$ cat src/rtl/shift_pkg.sv
// Shared encodings for the universal shift register: operation modes and burst FSM states.
package shift_pkg;

  localparam logic [2:0] MODE_HOLD  = 3'b000;
  localparam logic [2:0] MODE_SHL   = 3'b001;
  localparam logic [2:0] MODE_SHR   = 3'b010;
  localparam logic [2:0] MODE_LOAD  = 3'b011;
  localparam logic [2:0] MODE_ROL   = 3'b100;
  localparam logic [2:0] MODE_ROR   = 3'b101;
  localparam logic [2:0] MODE_ASR   = 3'b110;
  localparam logic [2:0] MODE_BURST = 3'b111;

  typedef enum logic [1:0] {
    ST_IDLE = 2'd0,
    ST_RUN  = 2'd1,
    ST_DONE = 2'd2
  } state_e;

endpackage

$ cat src/rtl/shift_step_comb.sv
// One shift step: next register value and shifted-out bits for a given op.
// HOLD, LOAD and BURST leave q untouched here; the top decides those.
module shift_step_comb
  import shift_pkg::*;
#(
  parameter int N = 8,
  parameter int S = 1
) (
  input  logic [N-1:0] q_i,
  input  logic [S-1:0] sin_i,
  input  logic [2:0]   op_i,
  output logic [N-1:0] q_o,
  output logic [S-1:0] sout_o,
  output logic         sout_upd_o
);

  always_comb begin
    q_o        = q_i;
    sout_o     = '0;
    sout_upd_o = 1'b0;
    case (op_i)
      MODE_SHL: begin
        q_o        = {q_i[N-S-1:0], sin_i};
        sout_o     = q_i[N-1:N-S];
        sout_upd_o = 1'b1;
      end
      MODE_SHR: begin
        q_o        = {sin_i, q_i[N-1:S]};
        sout_o     = q_i[S-1:0];
        sout_upd_o = 1'b1;
      end
      MODE_ROL: begin
        q_o        = {q_i[N-S-1:0], q_i[N-1:N-S]};
        sout_o     = q_i[N-1:N-S];
        sout_upd_o = 1'b1;
      end
      MODE_ROR: begin
        q_o        = {q_i[S-1:0], q_i[N-1:S]};
        sout_o     = q_i[S-1:0];
        sout_upd_o = 1'b1;
      end
      MODE_ASR: begin
        q_o        = {{S{q_i[N-1]}}, q_i[N-1:S]};
        sout_o     = q_i[S-1:0];
        sout_upd_o = 1'b1;
      end
      default: begin
        q_o        = q_i;
        sout_o     = '0;
        sout_upd_o = 1'b0;
      end
    endcase
  end

endmodule

$ cat src/rtl/u_shift_reg_burst.sv
// Universal shift register with single-step ops and an autonomous burst serializer.
// Handshake: busy is high for every cycle a burst is shifting; done pulses for one cycle after the last step.
module u_shift_reg_burst
  import shift_pkg::*;
#(
  parameter int N     = 8,
  parameter int S     = 1,
  parameter int LEN_W = 4
) (
  input  logic             clk,
  input  logic             reset,
  input  logic             en,
  input  logic [2:0]       mode,
  input  logic             dir,
  input  logic [LEN_W-1:0] len,
  input  logic [N-1:0]     d,
  input  logic [S-1:0]     sin,
  output logic [N-1:0]     q,
  output logic [S-1:0]     sout,
  output logic             busy,
  output logic             done
);

  state_e           state_q, state_d;
  logic [N-1:0]     q_q, q_d;
  logic [S-1:0]     sout_q, sout_d;
  logic [LEN_W-1:0] cnt_q, cnt_d;
  logic             dir_q, dir_d;

  logic [2:0]       step_op;
  logic [N-1:0]     step_q;
  logic [S-1:0]     step_sout;
  logic             step_upd;

  shift_step_comb #(.N(N), .S(S)) u_step (
    .q_i        (q_q),
    .sin_i      (sin),
    .op_i       (step_op),
    .q_o        (step_q),
    .sout_o     (step_sout),
    .sout_upd_o (step_upd)
  );

  always_comb begin
    state_d = state_q;
    q_d     = q_q;
    sout_d  = sout_q;
    cnt_d   = cnt_q;
    dir_d   = dir_q;
    step_op = mode;
    case (state_q)
      ST_IDLE: begin
        if (en) begin
          if (mode == MODE_BURST) begin
            // Start edge only latches the job; shifting begins on the next edge.
            dir_d   = dir;
            cnt_d   = len;
            state_d = (len == '0) ? ST_DONE : ST_RUN;
          end else if (mode == MODE_LOAD) begin
            q_d = d;
          end else begin
            q_d = step_q;
            if (step_upd) sout_d = step_sout;
          end
        end
      end
      ST_RUN: begin
        step_op = dir_q ? MODE_SHR : MODE_SHL;
        q_d     = step_q;
        sout_d  = step_sout;
        if (cnt_q != '0) cnt_d = cnt_q - LEN_W'(1);
        if (cnt_q <= LEN_W'(1)) state_d = ST_DONE;
      end
      ST_DONE: begin
        state_d = ST_IDLE;
      end
      default: begin
        state_d = ST_IDLE;
      end
    endcase
  end

  always_ff @(posedge clk or negedge reset) begin
    if (!reset) begin
      state_q <= ST_IDLE;
      q_q     <= '0;
      sout_q  <= '0;
      cnt_q   <= '0;
      dir_q   <= 1'b0;
    end else begin
      state_q <= state_d;
      q_q     <= q_d;
      sout_q  <= sout_d;
      cnt_q   <= cnt_d;
      dir_q   <= dir_d;
    end
  end

  assign q    = q_q;
  assign sout = sout_q;
  assign busy = (state_q == ST_RUN);
  assign done = (state_q == ST_DONE);

endmodule

$ cat config.mk
export PLATFORM = sky130hd
export DESIGN_NAME = u_shift_reg_burst
export DESIGN_NICKNAME = d
export VERILOG_FILES = /design/src/rtl/shift_pkg.sv /design/src/rtl/shift_step_comb.sv /design/src/rtl/u_shift_reg_burst.sv
export SDC_FILE = /design/constraint.sdc
export NUM_CORES = 1
export LEC_CHECK = 0
export BUFFER_PORTS_ARGS = -buffer_cell sky130_fd_sc_hd__buf_2
export CORE_MARGIN = 8
export CORE_UTILIZATION = 58
export CTS_BUF_LIST = sky130_fd_sc_hd__clkbuf_2
export DETAILED_ROUTE_END_ITERATION = 8
export GPL_ROUTABILITY_DRIVEN = 0
export PLACE_DENSITY = 0.83
export SLEW_MARGIN = 20
export SYNTH_ARGS = -nofsm -noshare
export SYNTH_HDL_FRONTEND = slang
export SYNTH_SLANG_ARGS = --single-unit
export TNS_END_PERCENT = 1
$ cat constraint.sdc
create_clock -name clk -period 5.2 [get_ports clk]
set_clock_uncertainty 0.2 [all_clocks]
set_input_delay 0.26 -clock clk [delete_from_list [all_inputs] [get_ports clk]]
set_output_delay 0.26 -clock clk [all_outputs]
set_load 0.1 [all_outputs]
==> impl_metrics.yaml, run 1 <==
timing:
  fin_ws_ns: 2.467
  final_hold_viol_count: 0
  finalSetupTns_ns: 0
  rsz0062_at_grt: "no"
  drv_slew: 0
  period_needed_ns: 2.733
  max_freq_ghz: 0.3659
  post-route-period-util_pct: 52.56
  max-slew-margin-rel_pct: 58.71
  tightest_slew_ns: 0.6160
  final-setup-viol-count: 0
layout:
  register_area_um2: 400.4
  drive_gt1_share_pct: 28.57
  area_growth_pct: 15.19
  layout.cells.non_filler: 181
  design_area_um2: 1366
  n_fill_cell: 156
  multiInputGateArea_um2: 718.2
  diodes: 0
  nets: 177
yosys:
  dominantRegCellSynth: "dfrtp_1"
  synthCells: 125
  ys_top_cells_by_count: "16 x dfrtp_1, 12 x o21ai_0, 8 x nor2_1, 8 x o2bb2ai_1"
  yosys.cell_count.top_type: "dfrtp_1"
  syn_nets: 147
  yosys_warnings: 0
  synth_fa_ha_area_share_pct: 2.110
  netlist_area_um2: 1186
  yosysTopAreaCellShare_pct: 33.76
  synthMuxAreaShare_pct: 0.9494
  synth_seq_cells: 16
  synth_top_family_by_area: "compound AO/OA/AOI/OAI gates"
  ys_types: 47
  yosys.area.top_type: "dfrtp_1"
  synth_edf_count: 0
  async_flop_share_pct: 100.0
  synth-compound-area-share_pct: 37.13
  ys_seq_area_share_pct: 33.76
  synth.avg_cell_area_um2: 9.489
  synthSimpleGateAreaFrac_pct: 19.62
  ys_top_cells_by_area: "dfrtp_1 34%, o2bb2ai_1 5.9%, o21ai_0 5.1%"
  synth_xor_area_share_pct: 0.7384
power:
  leakagePower_nw: 0.5692
  peakVddDrop_uv: 573.1
  totalPowerFinal_w: 0.001013
  internal-power_w: 0.0003915
  comb_power_share_pct: 67.9
  seqPwrFrac_pct: 26.0
  p_sw_share_pct: 61.34
  power.switching_w: 0.0006212
  powerDensity_nw_per_um2: 741.3
  power_frac_clock_pct: 6.0
floorplanning:
  die_h_um: 61.22
  io_pins: 31
  die_area_um2: 3748
  die_w_um: 61.22
  core_um2: 1942
  rows: 16
  start_util_pct: 61.08
placed_design:
  dpl.cell_count: 174
  portBuffers: 30
  dp_hpwl_um: 2271
  placedInstanceArea_um2: 1318
  dp_slack_ns: 2.707
setup_path:
  required_ns: 4.74
  reg2reg_slack_ns: 2.60
  reg2reg_to: "sout$_DFFE_PN0P_"
  critPathLaunchType: "flip-flop"
  critical_path_class: "reg2out"
  arrival_ns: 2.27
  slowest_stage: "dfrtp_1"
  end_kind: "output port"
  critPathBufInv: 2
  cp_max_fo: 16
  max_stage_delay_ns: 0.65
  crit_cells: 3
  timing.rr.start: "state_q[1]$_DFFE_PN0P_"
  rr_worst_depth: 5
  cp_top_family: "buffers and inverters"
  path_cells: "nand2b_1, inv_1, buf_2"
clocking:
  clock_latency_ns: 0.31
  tritoncts: "built"
  cts_resized: 0
  clkTransAtPathRegs_ns: 0.16
  cts.sinks: 16
  h-tree-depth: 1
  postCtsSetupBuffers: 0
  clk_path_buf_depth: 2
  root_buffer: "clkbuf_2"
  cts_buffers: 3
route:
  routedWlPerCell_um: 17.30
  firstDrtPassIters: 4
  drtIter0Drc: 76
  final_antenna_net_count: 0
  via_per_inst: 6.287
  drc: 0
  wl_um: 3131
  vias: 1138
global_routing:
  grt_usage_pct: 17.61
  antenna_found_initial: 0
  grt_max_degree: 17
  overflow: 0
  grt_pass1_wl_um: 5078
  grt_pass1_vias: 1060
hold_path:
  hold_path.class: "in2reg"
  hold_end: "q[1]$_DFFE_PN0P_"
  whs_path_depth: 3
  min_from: "d[1]"
status:
  outcome: "completed"
job:
  max_cap_violations: 0
[cells in the final DEF (no fill, tap or decap), types with 4 or more instances in the layout]
| cell type | synthesis | layout |
|---|---|---|
| buf_2 | 3 | 30 |
| dfrtp_1 | 16 | 16 |
| o21ai_0 | 12 | 12 |
| nor2_1 | 8 | 8 |
| o2bb2ai_1 | 8 | 8 |
| nand2b_1 | 6 | 6 |
| a221oi_1 | 6 | 6 |
| o31ai_1 | 5 | 5 |
| a21oi_1 | 5 | 5 |
| inv_1 | 4 | 4 |
| nor3_1 | 4 | 4 |
[registers in the layout, summed over array words and instances (netlist names)]
name / flops
cnt_q: 4
q: 8
state_q: 2
dir_q: 1
sout: 1
[routing by layer]
layer  vias to the layer above  wire length [µm]  track usage, %
li1                        550                 -               -
met1                       536              1361           22.93
met2                        47              1520           28.81
met3                         5               205           2.505
met4                         0                44           5.980
met5                         -                 0               0
[kinds of logic (layout without fill, tap and decap cells)]
kind of cell	after synthesis	count (layout)
buffers and inverters	12	41
flip-flops	16	16
AND/OR/NAND/NOR	39	39
AO/OA/AOI/OAI	54	54
multiplexers	1	1
XOR/XNOR	1	1
adder cells (fa/ha/maj)	2	2
[worst max path at each step]
stage	slack, ns	startpoint	end
CTS	2.47	state_q[0]$_DFFE_PN0P_	busy
detailed placement	2.71	state_q[1]$_DFFE_PN0P_	sout$_DFFE_PN0P_
global route	2.31	state_q[0]$_DFFE_PN0P_	busy
finish	2.47	state_q[0]$_DFFE_PN0P_	busy
floorplan	2.84	state_q[1]$_DFFE_PN0P_	done
global placement	2.85	state_q[1]$_DFFE_PN0P_	sout$_DFFE_PN0P_
[final cells by class]
type                    count  share of cell area, %
multi-input cells          97                  52.56
flip-flops and latches     16                  29.30
repair buffers             33                  13.19
well taps                  27                  2.473
clock buffers               3                  1.099
inverters                   4                  1.099
clock inverters             1                 0.2747
[power by group through the flow]
stage	Clock [W]	Combinational, W	Sequential [W]
floorplan	0	0.000394	0.000438
global placement	0	0.000669	0.000260
detailed placement	0	0.000683	0.000265
CTS	0.0000618	0.000687	0.000261
global route	0.0000645	0.000736	0.000273
finish	0.0000609	0.000688	0.000264
[per-stage QoR]
step                      hold WS [ns]  utilization, %
after floorplan                -0.2356               -
after global placement        -0.01363           67.85
after detailed placement     -0.006387           67.85
after CTS                      0.03988           70.36
after global routing           0.06347           70.36
final                          0.03665           70.36
[timing repair]
item | in CTS | in global routing
hold endpoints to repair | 18 | 0
setup endpoints to repair | 0 | 0
hold buffers | 3 | 0
[worst reg2reg max path: stages, from the launching register on]
cell and delay (ns):
dfrtp_1 0.61, nand2b_1 0.40, inv_1 0.33, o31ai_2 0.57, a22oi_1 0.14, o31ai_1 0.27
Power figures use the tool's default switching activity.
==> run 2: changes to the inputs <==
- CORE_UTILIZATION: 58 -> 49
- PLACE_DENSITY: 0.83 -> 0.74
- clock period: 5.2 -> 2.35 ns (I/O delays scaled with it)
==> impl_metrics.yaml, run 2 (synthesis results as in run 1) <==
status:
  outcome: "completed"
power:
  leakagePower_nw: 0.6439
  peakVddDrop_uv: 896.1
  powerDensity_nw_per_um2: 1532
route:
  vias: 1212
  firstDrtPassIters: 4
  routedWlPerCell_um: 16.33
  wl_um: 3265
  drtIter0Drc: 112
  via_per_inst: 6.060
  final_antenna_net_count: 0
  drc: 0
setup_path:
  end_kind: "flip-flop"
  arrival_ns: 2.01
  cp_top_family: "compound AO/OA/AOI/OAI gates"
  critPathBufInv: 1
  critical_path_class: "reg2reg"
  max_stage_delay_ns: 0.53
  required_ns: 2.38
  path_cells: "nand2b_1, inv_1, o31ai_2, a22oi_1, o31ai_1"
  slowest_stage: "o31ai_2"
  critPathLaunchType: "flip-flop"
  cp_max_fo: 8
timing:
  final_hold_viol_count: 0
  final-setup-viol-count: 0
  rsz0062_at_grt: "no"
  drv_slew: 0
  max_freq_ghz: 0.5045
  tightest_slew_ns: 0.5539
  finalSetupTns_ns: 0
  period_needed_ns: 1.982
  post-route-period-util_pct: 84.35
  max-slew-margin-rel_pct: 62.85
  fin_ws_ns: 0.3677
floorplanning:
  start_util_pct: 49.69
  rows: 18
  die_h_um: 65.20
  io_pins: 31
  die_area_um2: 4251
  die_w_um: 65.20
  core_um2: 2387
clocking:
  clock_latency_ns: 0.31
  root_buffer: "clkbuf_2"
  clkTransAtPathRegs_ns: 0.17
  cts.sinks: 16
  tritoncts: "built"
  postCtsSetupBuffers: 0
  cts_resized: 0
  clk_path_buf_depth: 2
  h-tree-depth: 1
  cts_buffers: 3
  ctsHoldBuffers: 15
layout:
  multiInputGateArea_um2: 718.2
  area_growth_pct: 29.43
  nets: 193
  drive_gt1_share_pct: 28.24
  diodes: 0
  final_cell_mix: "29 x buf_2, 16 x dfrtp_1, 15 x dlygate4sd3_1"
  largest_reg_flops: 8
  layout_commonest_cell: "buf_2"
  n_fill_cell: 212
  register_area_um2: 400.4
  fin_util_pct: 64.31
placed_design:
  dp_slack_ns: 0.4017
  dp_hpwl_um: 2358
  portBuffers: 30
hold_path:
  hold_path.class: "in2async"
global_routing:
  antenna_found_initial: 0
  overflow: 0
  grt_usage_pct: 16.33
  grt_pass1_vias: 1230
  grt_max_degree: 17
  grt_pass1_wl_um: 5685
job:
  max_cap_violations: 0
run 2: changes by cell type in the layout (fill, tap and decap cells not counted), sizes merged:
cell | previous run | this run
buf | 30 | 34
dlygate4sd3 | 3 | 15
run 2: path summary, 6_finish.rpt:
path,startpoint,to,slack (ns),cells past startpoint
min in group clk,sin,q[7]$_DFFE_PN0P_,0.03,4
min reg2reg,sout$_DFFE_PN0P_,sout$_DFFE_PN0P_,0.35,2
max reg2reg,state_q[1]$_DFFE_PN0P_,sout$_DFFE_PN0P_,0.37,5
max in group asynchronous,reset,q[1]$_DFFE_PN0P_,1.65,2
min,reset,cnt_q[0]$_DFFE_PN0P_,0.03,2
max,state_q[1]$_DFFE_PN0P_,sout$_DFFE_PN0P_,0.37,5
run 2: final cells by class:
cell class	instances	area share [%]
Clock inverter	1	0.2445
Timing Repair Buffer	49	22.49
Clock buffer	3	0.9780
Tap cell	30	2.445
Sequential cell	16	26.08
Inverter	4	0.9780
Multi-Input combinational cell	97	46.78
run 2: through the flow:
| step | area, µm² | total power [W] | instances | hold WS (ns) |
|---|---|---|---|---|
| after floorplan | 1186 | 0.001843 | 125 | -0.3781 |
| after global placement | 1366 | 0.002167 | 181 | -0.1450 |
| after detailed placement | 1366 | 0.002197 | 181 | -0.1406 |
| after CTS | 1535 | 0.002354 | 200 | 0.01758 |
| after global routing | 1535 | 0.002509 | 200 | 0.05362 |
| final | 1535 | 0.002351 | 200 | 0.02639 |
run 2: report_power, final:
group / switching, W / total (W) / internal, W
sequential: 0.000150 / 0.000554 / 0.000404
combinational: 0.00114 / 0.00166 / 0.000518
clock: 0.0000986 / 0.000136 / 0.0000370
run 2: layer usage:
layer | GRT usage [%] | routed length (µm)
met1 | 19.94 | 1414
met2 | 28.41 | 1602
met3 | 2.551 | 214
met4 | 5.450 | 34
met5 | 0 | 0
